--- src/rtl/mmio_bridge_if.sv ---
// mmio_bridge_if: CPU-side valid/ready request and one-cycle response bus
interface mmio_bridge_if;
  logic        req_valid;
  logic        req_we;
  logic [1:0]  req_acc;
  logic [31:0] req_addr;
  logic [31:0] req_wdata;
  logic        req_ready;
  logic        rsp_valid;
  logic [31:0] rsp_data;
  logic        rsp_err;
  logic        stall;
  modport slave (
    input  req_valid, req_we, req_acc, req_addr, req_wdata,
    output req_ready, rsp_valid, rsp_data, rsp_err, stall
  );
  modport master (
    output req_valid, req_we, req_acc, req_addr, req_wdata,
    input  req_ready, rsp_valid, rsp_data, rsp_err, stall
  );
endinterface

--- src/rtl/mmio_bridge.sv ---
// mmio_bridge: sequences CPU MMIO accesses into fifo_if register cycles or the local IRQ registers
module mmio_bridge #(
  parameter logic [31:0] MMIO_BASE = 32'h1000_0000
) (
  input  logic        clk_i,
  input  logic        rst_i,
  mmio_bridge_if.slave bus,
  output logic        fifo_sel_o,
  output logic        fifo_rd_o,
  output logic        fifo_wr_o,
  output logic [1:0]  fifo_addr_o,
  output logic [7:0]  fifo_wdata_o,
  input  logic [7:0]  fifo_rdata_i,
  input  logic        fifo_in_irq_i,
  input  logic        fifo_out_irq_i,
  output logic        irq_o
);
  typedef enum logic [2:0] {IDLE, FWR, FRD, FCAP, RSP} state_t;
  state_t      state, state_nx;
  logic [31:0] off, local_rd, rsp_data_q;
  logic [1:0]  idx_q, irq_en_q;
  logic [7:0]  wdata_q;
  logic        err, accept, rsp_err_q, irq_q;
  logic        unused_wdata;
  assign unused_wdata = ^bus.req_wdata[31:8];
  assign off = bus.req_addr - MMIO_BASE;
  // out-of-window (wrapping subtraction covers addresses below the base), misaligned, bad size, reserved
  assign err = |off[31:5] | |off[1:0] | &bus.req_acc | &off[4:3];
  assign accept = (state == IDLE) & bus.req_valid & ~rst_i;
  assign local_rd = (err | bus.req_we | ~off[4]) ? 32'd0
                  : {30'd0, off[2] ? {fifo_out_irq_i, fifo_in_irq_i} : irq_en_q};
  assign bus.req_ready = accept;
  assign bus.rsp_valid = state == RSP;
  assign bus.rsp_data = rsp_data_q;
  assign bus.rsp_err = rsp_err_q;
  assign bus.stall = bus.req_valid & ~bus.rsp_valid;
  assign fifo_wr_o = state == FWR;
  assign fifo_rd_o = state == FRD;
  assign fifo_sel_o = fifo_wr_o | fifo_rd_o;
  assign fifo_addr_o = fifo_sel_o ? idx_q : 2'd0;
  assign fifo_wdata_o = fifo_wr_o ? wdata_q : 8'd0;
  assign irq_o = irq_q;
  always_comb begin
    state_nx = state;
    state_nx = state == IDLE ? (~accept ? IDLE : (err | off[4]) ? RSP : bus.req_we ? FWR : FRD)
             : state == FRD  ? FCAP
             : state == RSP  ? IDLE
             : RSP;
  end
  always_ff @(posedge clk_i) begin
    if (rst_i) begin
      state      <= IDLE;
      idx_q      <= 2'd0;
      wdata_q    <= 8'd0;
      rsp_data_q <= 32'd0;
      rsp_err_q  <= 1'b0;
      irq_en_q   <= 2'd0;
      irq_q      <= 1'b0;
    end else begin
      state <= state_nx;
      irq_q <= |(irq_en_q & {fifo_out_irq_i, fifo_in_irq_i});
      if (accept) begin
        idx_q      <= off[3:2];
        wdata_q    <= bus.req_wdata[7:0];
        rsp_err_q  <= err;
        rsp_data_q <= local_rd;
        if (~err & (off[4:2] == 3'b100) & bus.req_we) irq_en_q <= bus.req_wdata[1:0];
      end
      if (state == FCAP) rsp_data_q <= {24'd0, fifo_rdata_i};
    end
  end
endmodule

--- src/flat_wrapper.sv ---
// flat-port wrapper written by rule: the top's interface ports become plain ports
module mmio_bridge_flat 
#(
  parameter logic [31:0] MMIO_BASE = 32'h1000_0000
)
  (clk_i, rst_i, fifo_sel_o, fifo_rd_o, fifo_wr_o, fifo_addr_o, fifo_wdata_o, fifo_rdata_i, fifo_in_irq_i, fifo_out_irq_i, irq_o, bus_req_valid, bus_req_we, bus_req_acc, bus_req_addr, bus_req_wdata, bus_req_ready, bus_rsp_valid, bus_rsp_data, bus_rsp_err, bus_stall);
  mmio_bridge_if bus_i ();
  input  logic clk_i;
  input  logic rst_i;
  output logic fifo_sel_o;
  output logic fifo_rd_o;
  output logic fifo_wr_o;
  output logic [1:0] fifo_addr_o;
  output logic [7:0] fifo_wdata_o;
  input  logic [7:0] fifo_rdata_i;
  input  logic fifo_in_irq_i;
  input  logic fifo_out_irq_i;
  output logic irq_o;
  input wire logic [$bits(bus_i.req_valid)-1:0] bus_req_valid;
  input wire logic [$bits(bus_i.req_we)-1:0] bus_req_we;
  input wire logic [$bits(bus_i.req_acc)-1:0] bus_req_acc;
  input wire logic [$bits(bus_i.req_addr)-1:0] bus_req_addr;
  input wire logic [$bits(bus_i.req_wdata)-1:0] bus_req_wdata;
  output wire logic [$bits(bus_i.req_ready)-1:0] bus_req_ready;
  output wire logic [$bits(bus_i.rsp_valid)-1:0] bus_rsp_valid;
  output wire logic [$bits(bus_i.rsp_data)-1:0] bus_rsp_data;
  output wire logic [$bits(bus_i.rsp_err)-1:0] bus_rsp_err;
  output wire logic [$bits(bus_i.stall)-1:0] bus_stall;
  assign bus_i.req_valid = bus_req_valid;
  assign bus_i.req_we = bus_req_we;
  assign bus_i.req_acc = bus_req_acc;
  assign bus_i.req_addr = bus_req_addr;
  assign bus_i.req_wdata = bus_req_wdata;
  assign bus_req_ready = bus_i.req_ready;
  assign bus_rsp_valid = bus_i.rsp_valid;
  assign bus_rsp_data = bus_i.rsp_data;
  assign bus_rsp_err = bus_i.rsp_err;
  assign bus_stall = bus_i.stall;
  mmio_bridge #(.MMIO_BASE(MMIO_BASE)) u_core (.clk_i(clk_i), .rst_i(rst_i), .bus(bus_i), .fifo_sel_o(fifo_sel_o), .fifo_rd_o(fifo_rd_o), .fifo_wr_o(fifo_wr_o), .fifo_addr_o(fifo_addr_o), .fifo_wdata_o(fifo_wdata_o), .fifo_rdata_i(fifo_rdata_i), .fifo_in_irq_i(fifo_in_irq_i), .fifo_out_irq_i(fifo_out_irq_i), .irq_o(irq_o));
endmodule
--- config.mk ---
export PLATFORM = sky130hd
export DESIGN_NAME = mmio_bridge_flat
export DESIGN_NICKNAME = d
export VERILOG_FILES = /design/src/rtl/mmio_bridge_if.sv /design/src/rtl/mmio_bridge.sv /design/src/flat_wrapper.sv
export SDC_FILE = /design/constraint.sdc
export NUM_CORES = 1
export LEC_CHECK = 0
export ABC_AREA = 0
export ABC_CLOCK_PERIOD_IN_PS = 3400
export CORE_UTILIZATION = 34
export CTS_BUF_LIST = sky130_fd_sc_hd__clkbuf_8
export DETAILED_ROUTE_END_ITERATION = 6
export MAX_ROUTING_LAYER = met4
export PLACE_DENSITY = 0.95
export SLEW_MARGIN = 20
export SYNTH_ARGS = -nofsm -noshare
export SYNTH_HDL_FRONTEND = slang
export SYNTH_SLANG_ARGS = --single-unit
--- constraint.sdc ---
create_clock -name clk_i -period 3.4 [get_ports clk_i]
set_input_delay 0.34 -clock clk_i [delete_from_list [all_inputs] [get_ports clk_i]]
set_output_delay 0.34 -clock clk_i [all_outputs]
set_load 0.05 [all_outputs]
==> qor.yml, run 1 <==
drv_cap: 0
synth_area_um2: 1450
detail_route.wirelength_um: 3700
grt_use_total: 0.164
area_growth_pct: 55.1
fin_tns_setup_ns: 0
core_region_area_um2: 4060
cts_max_level: 1
tightest_slew_ns: 0.542
synth_top_family_by_area: "simple AND/OR/NAND/NOR gates"
ctsHoldBuffers: 0
rsz0062_at_grt: "false"
synth.largest_area_cell: "dfxtp_1"
final_common_cell: "clkdlybuf4s50_1"
hpwlAfterDp_um: 2960
finalNetCount: 341
synthAdderAreaFrac: 0.00862
layout_common_cells: "80 x clkdlybuf4s50_1, 33 x nand2_1, 25 x dfxtp_1"
ys_seq_area_frac: 0.345
synth-seq-cells: 25
io_pins: 130
fmax_mhz: 377
power.leakage_nw: 0.878
seqCellArea_um2: 500
crit_path_max_fanout: 25
grt_pass1_wl_um: 5440
hold_class: "register to register"
clk_pin_slew_ns: 0.09
drc: 0
worstSetupStartpointType: "input pin"
synth_edf_count: 0
cts_resized: 0
multiInputGateArea_um2: 787
async_flop_share: 0
endpoint_kind: "output port"
synth_cells: 181
clock_sinks: 25
die-height_um: 67.3
row_count: 23
finalSetupViolCount: 0
synthTopCellsByArea: "dfxtp_1 34%, buf_4 13%, nand2_1 8.5%"
die_w_um: 67.3
syn_area_per_cell_um2: 8.02
crit_type: "input pin to output port"
post-cts-setup-buffers: 0
hold_viol: 0
synthMuxAreaShare: 0.0276
synth_xor_area_frac: 0.00603
grt_pass1_vias: 1276
vias: 1437
drtIter0Drc: 34
root_buffer: "clkbuf_8"
overflow: 0
ant_nets: 0
synth_cell_type_count: 39
design_area_um2: 2250
fin_skew_ns: 0.00320
period_minus_slack_ns: 2.65
clockBufferDepth: 2
wl_per_cell_um: 12.0
status: "finished, final reports clean"
synth_top_area_frac: 0.345
finalMaxSlewViolations: 0
initial_core_util: 0.358
synth-simple-area-share: 0.328
fillCellCount: 364
dr.pass1.iters: 4
slew-limit-headroom: 0.637
final_core_utilization: 0.555
cp.arrival_ns: 2.31
numCtsBuffers: 3
via_per_inst: 4.65
finalCritPeriodShare: 0.781
insertion_delay_ns: 0.27
dieArea_um2: 4530
drive_gt1_frac: 0.0386
ys.warnings.count: 0
rr_worst_depth: 5
grt_max_degree: 26
holdPathStages: 2
irDropWorstVdd_uv: 155
placed_area_um2: 2210
gp_congestion: 0.718
cp.required_ns: 3.06
port_buffers: 81
diodes: 0
antenna_found_initial: 0
cts_tree: "done"
power.density_nw_per_um2: 296
ys.flop_type: "dfxtp_1"
synth_compound_area_frac: 0.110
-- synth_stat cells, types with 2 or more instances --
master      n
nand2_1    33
buf_4      25
dfxtp_1    25
o21ai_1    11
and2_1     10
a21oi_1     9
nand3_1     8
nor4_1      7
inv_1       4
mux2i_1     4
nor2_1      4
nor2b_1     4
clkbuf_1    3
nand4_1     3
nor3b_1     3
a22oi_1     2
a2bb2oi_1   2
buf_6       2
nor4b_1     2
-- cell families after synthesis --
kind of cell / after synthesis
AOI/OAI and AO/OA: 27
xor gates and xnor gates: 1
adders and majority gates: 1
buffers and inverters: 37
DFF: 25
muxes: 4
other: 1
and+or+nand+nor: 85
-- state kept, by name, indices dropped and copies added, names as in the netlist --
register,cells
u_core.bus.rsp_data,8
u_core.state,3
u_core.irq_o,1
u_core.idx_q,2
u_core.bus.rsp_err,1
u_core.irq_en_q,2
u_core.wdata_q,8
-- power breakdown --
group          internal, mW  switching, mW  leakage [nW]
Clock                0.0810         0.0957        0.0269
Sequential            0.303        0.00529         0.204
Combinational        0.0763          0.105         0.647
Total                 0.460          0.206         0.878
-- metrics by stage --
stage / hold slack (ns) / total power [mW] / setup slack (ns) / std cells
global route: 0.459 / 0.688 / 0.645 / 309
CTS: 0.450 / 0.672 / 0.752 / 309
finish: 0.449 / 0.667 / 0.746 / 309
detailed placement: 0.435 / 0.496 / 0.755 / 305
floorplan: 0.424 / 0.437 / 0.130 / 204
global placement: 0.431 / 0.493 / 0.778 / 305
-- layout make-up --
type | instances | area share
Clock buffer | 3 | 0.0183
Sequential cell | 25 | 0.222
Timing Repair Buffer | 83 | 0.371
Multi-Input combinational cell | 142 | 0.350
Inverter | 5 | 0.00889
Tap cell | 50 | 0.0278
Clock inverter | 1 | 0.00167
-- layer usage --
metal | GRT usage | share of wire | wire length, um | up-vias
li1 | - | - | - | 726
met4 | 0.0798 | 0.022 | 81 | 0
met5 | - | 0 | 0 | -
met1 | 0.180 | 0.42 | 1540 | 644
met3 | 0.0304 | 0.065 | 240 | 8
met2 | 0.284 | 0.50 | 1840 | 59
-- critical path: stages --
cell and delay (ns):
clkdlybuf4s50_1 0.39, buf_4 0.18, or4b_4 0.51, or2_1 0.38, clkinv_2 0.32, buf_12 0.18
-- path summary, 6_finish.rpt --
check / start / end / slack, ns
worst min-delay path: u_core.wdata_q[1] / u_core.wdata_q[1] / 0.45
worst max-delay path: rst_i / bus_req_ready / 0.75
worst max register to register: u_core.state[0] / u_core.bus.rsp_data[1] / 1.32
worst min register to register: u_core.wdata_q[1] / u_core.wdata_q[1] / 0.45
No activity file was read; power rests on OpenSTA's default activity.
==> run 2, diff against run 1 <==
Settings changed: ABC_CLOCK_PERIOD_IN_PS 3400 to 2400, CORE_UTILIZATION 34 to 29, PLACE_DENSITY 0.95 to 0.87.
Clock period 3.4 ns to 2.4 ns, I/O delays scaled along.
==> qor.yml, run 2 (synthesized netlist as in run 1, its figures left out) <==
layout_common_cells: "69 x clkdlybuf4s50_1, 33 x nand2_1, 25 x dfxtp_1"
row_count: 25  # +8.7%
crit_slowest_cell: "clkdlybuf4s50_1"
crit_start: "u_core.state[2]"
grt_pass1_wl_um: 5720  # +5.1%
worstSetupStartpointType: "register"
wl_met2_um: 1860  # +1.4%
r2r-start: "u_core.state[0]"
clock_sinks: 25  # unchanged
fin_tns_setup_ns: 0  # unchanged
tightest_slew_ns: 0.511  # -0.0313 ns
io_pins: 130  # unchanged
finalCritPeriodShare: 0.905
gp_congestion: 0.813  # +13%
vias: 1466  # +2.0%
power_mw: 0.939  # +41%
fin_skew_ns: 0.00408  # +0.000875 ns
diodes: 0  # unchanged
cts_resized: 0  # unchanged
core_region_area_um2: 4750  # +17%
period_minus_slack_ns: 2.17
fmax_mhz: 461
irDropWorstVdd_uv: 247  # +59%
dr.max_layer_used: "met4"
hold_class: "register to register"
port_buffers: 81  # unchanged
power.leakage_nw: 0.931  # +6.1%
grt_pass1_vias: 1323  # +3.7%
crit_family: "buffers and inverters"
via_per_inst: 4.44  # -4.5%
dieArea_um2: 5290  # +17%
cp.required_ns: 2.16  # -0.90 ns
dr.pass1.iters: 4  # unchanged
power.density_nw_per_um2: 409  # +38%
status: "finished, final reports clean"
antenna_found_initial: 0  # unchanged
cp.arrival_ns: 1.93  # -0.38 ns
die_w_um: 72.7  # +8.0%
overflow: 0  # unchanged
grt_max_degree: 17  # -35%
cts_tree: "done"
drtIter0Drc: 30  # -12%
wl_met3_um: 201  # -16%
route.layer.met1.wl_um: 1570  # +2.1%
critical_path_buf_inv_count: 1  # -3
wl_per_cell_um: 11.1  # -7.0%
fillCellCount: 495  # +36%
crit_type: "register to output port"
slew-limit-headroom: 0.658  # +0.0209
ant_nets: 0  # unchanged
critPathMaxStageDelay_ns: 0.83  # +0.32 ns
cts_max_level: 1  # unchanged
seqCellArea_um2: 500  # unchanged
grt_use_total: 0.141  # -0.0232
numCtsBuffers: 3  # unchanged
drive_gt1_frac: 0.106  # +0.0679
crit_path_max_fanout: 10  # -60%
rsz0062_at_grt: "false"
insertion_delay_ns: 0.27  # about the same
finalMaxSlewViolations: 0  # unchanged
min-delay-start: "u_core.wdata_q[0]"
multiInputGateArea_um2: 808  # +2.7%
die-height_um: 72.7  # +8.0%
detail_route.wirelength_um: 3670  # -0.65%
finalSetupViolCount: 0  # unchanged
post-cts-setup-buffers: 0  # unchanged
clk_pin_slew_ns: 0.08  # about the same
hold_viol: 0  # unchanged
initial_core_util: 0.305  # -0.0524
clockBufferDepth: 2  # unchanged
final_common_cell: "clkdlybuf4s50_1"
hpwlAfterDp_um: 3090  # +4.5%
finalNetCount: 345  # +1.2%
crit_chain: "nor3b_2 -> clkdlybuf4s50_1"
area_growth_pct: 58.2
drv_cap: 0  # unchanged
holdWs_ns: 0.445  # -0.00376 ns
endpoint_kind: "output port"
drc: 0  # unchanged
ctsHoldBuffers: 0  # unchanged
final_core_utilization: 0.483  # -0.0718
root_buffer: "clkbuf_8"
run 2: report_power, final:
| part | switching [mW] | leakage (nW) | internal (mW) |
|---|---|---|---|
| logic | 0.150 | 0.700 | 0.112 |
| registers | 0.00778 | 0.204 | 0.429 |
| clock network | 0.127 | 0.0269 | 0.114 |
| total | 0.284 | 0.931 | 0.655 |
run 2: through the flow:
step	area (um^2)	instances	setup WS [ns]
after floorplan	1560	204	0.0643
after global placement	2250	326	0.178
after detailed placement	2250	326	0.161
after CTS	2300	330	0.219
after global routing	2300	330	0.127
final	2300	330	0.229
run 2: area by class of cell:
type                       count  share of cell area
clock buffer                   3              0.0180
clock inverter                 1             0.00163
inverter                       5             0.00872
multi-input combinational    142               0.352
sequential                    25               0.218
tap                           67              0.0365
timing repair buffer          87               0.365
run 2: worst paths after layout:
path	end	slack (ns)	cells after the start
min	u_core.wdata_q[0]	0.44	2
max reg2reg	u_core.irq_en_q[1]	0.55	4
max	bus_rsp_valid	0.23	2
min reg2reg	u_core.wdata_q[0]	0.44	2
run 2: worst min-delay path, stage by stage (launching register included):
cell	delay, ns
dfxtp_1	0.31
nand2_1	0.05
o21ai_1	0.05
run 2: routing by layer:
metal | up-vias | global-route usage
met5 | - | -
met4 | 0 | 0.0327
met3 | 4 | 0.0193
met2 | 56 | 0.246
met1 | 669 | 0.173
li1 | 737 | -
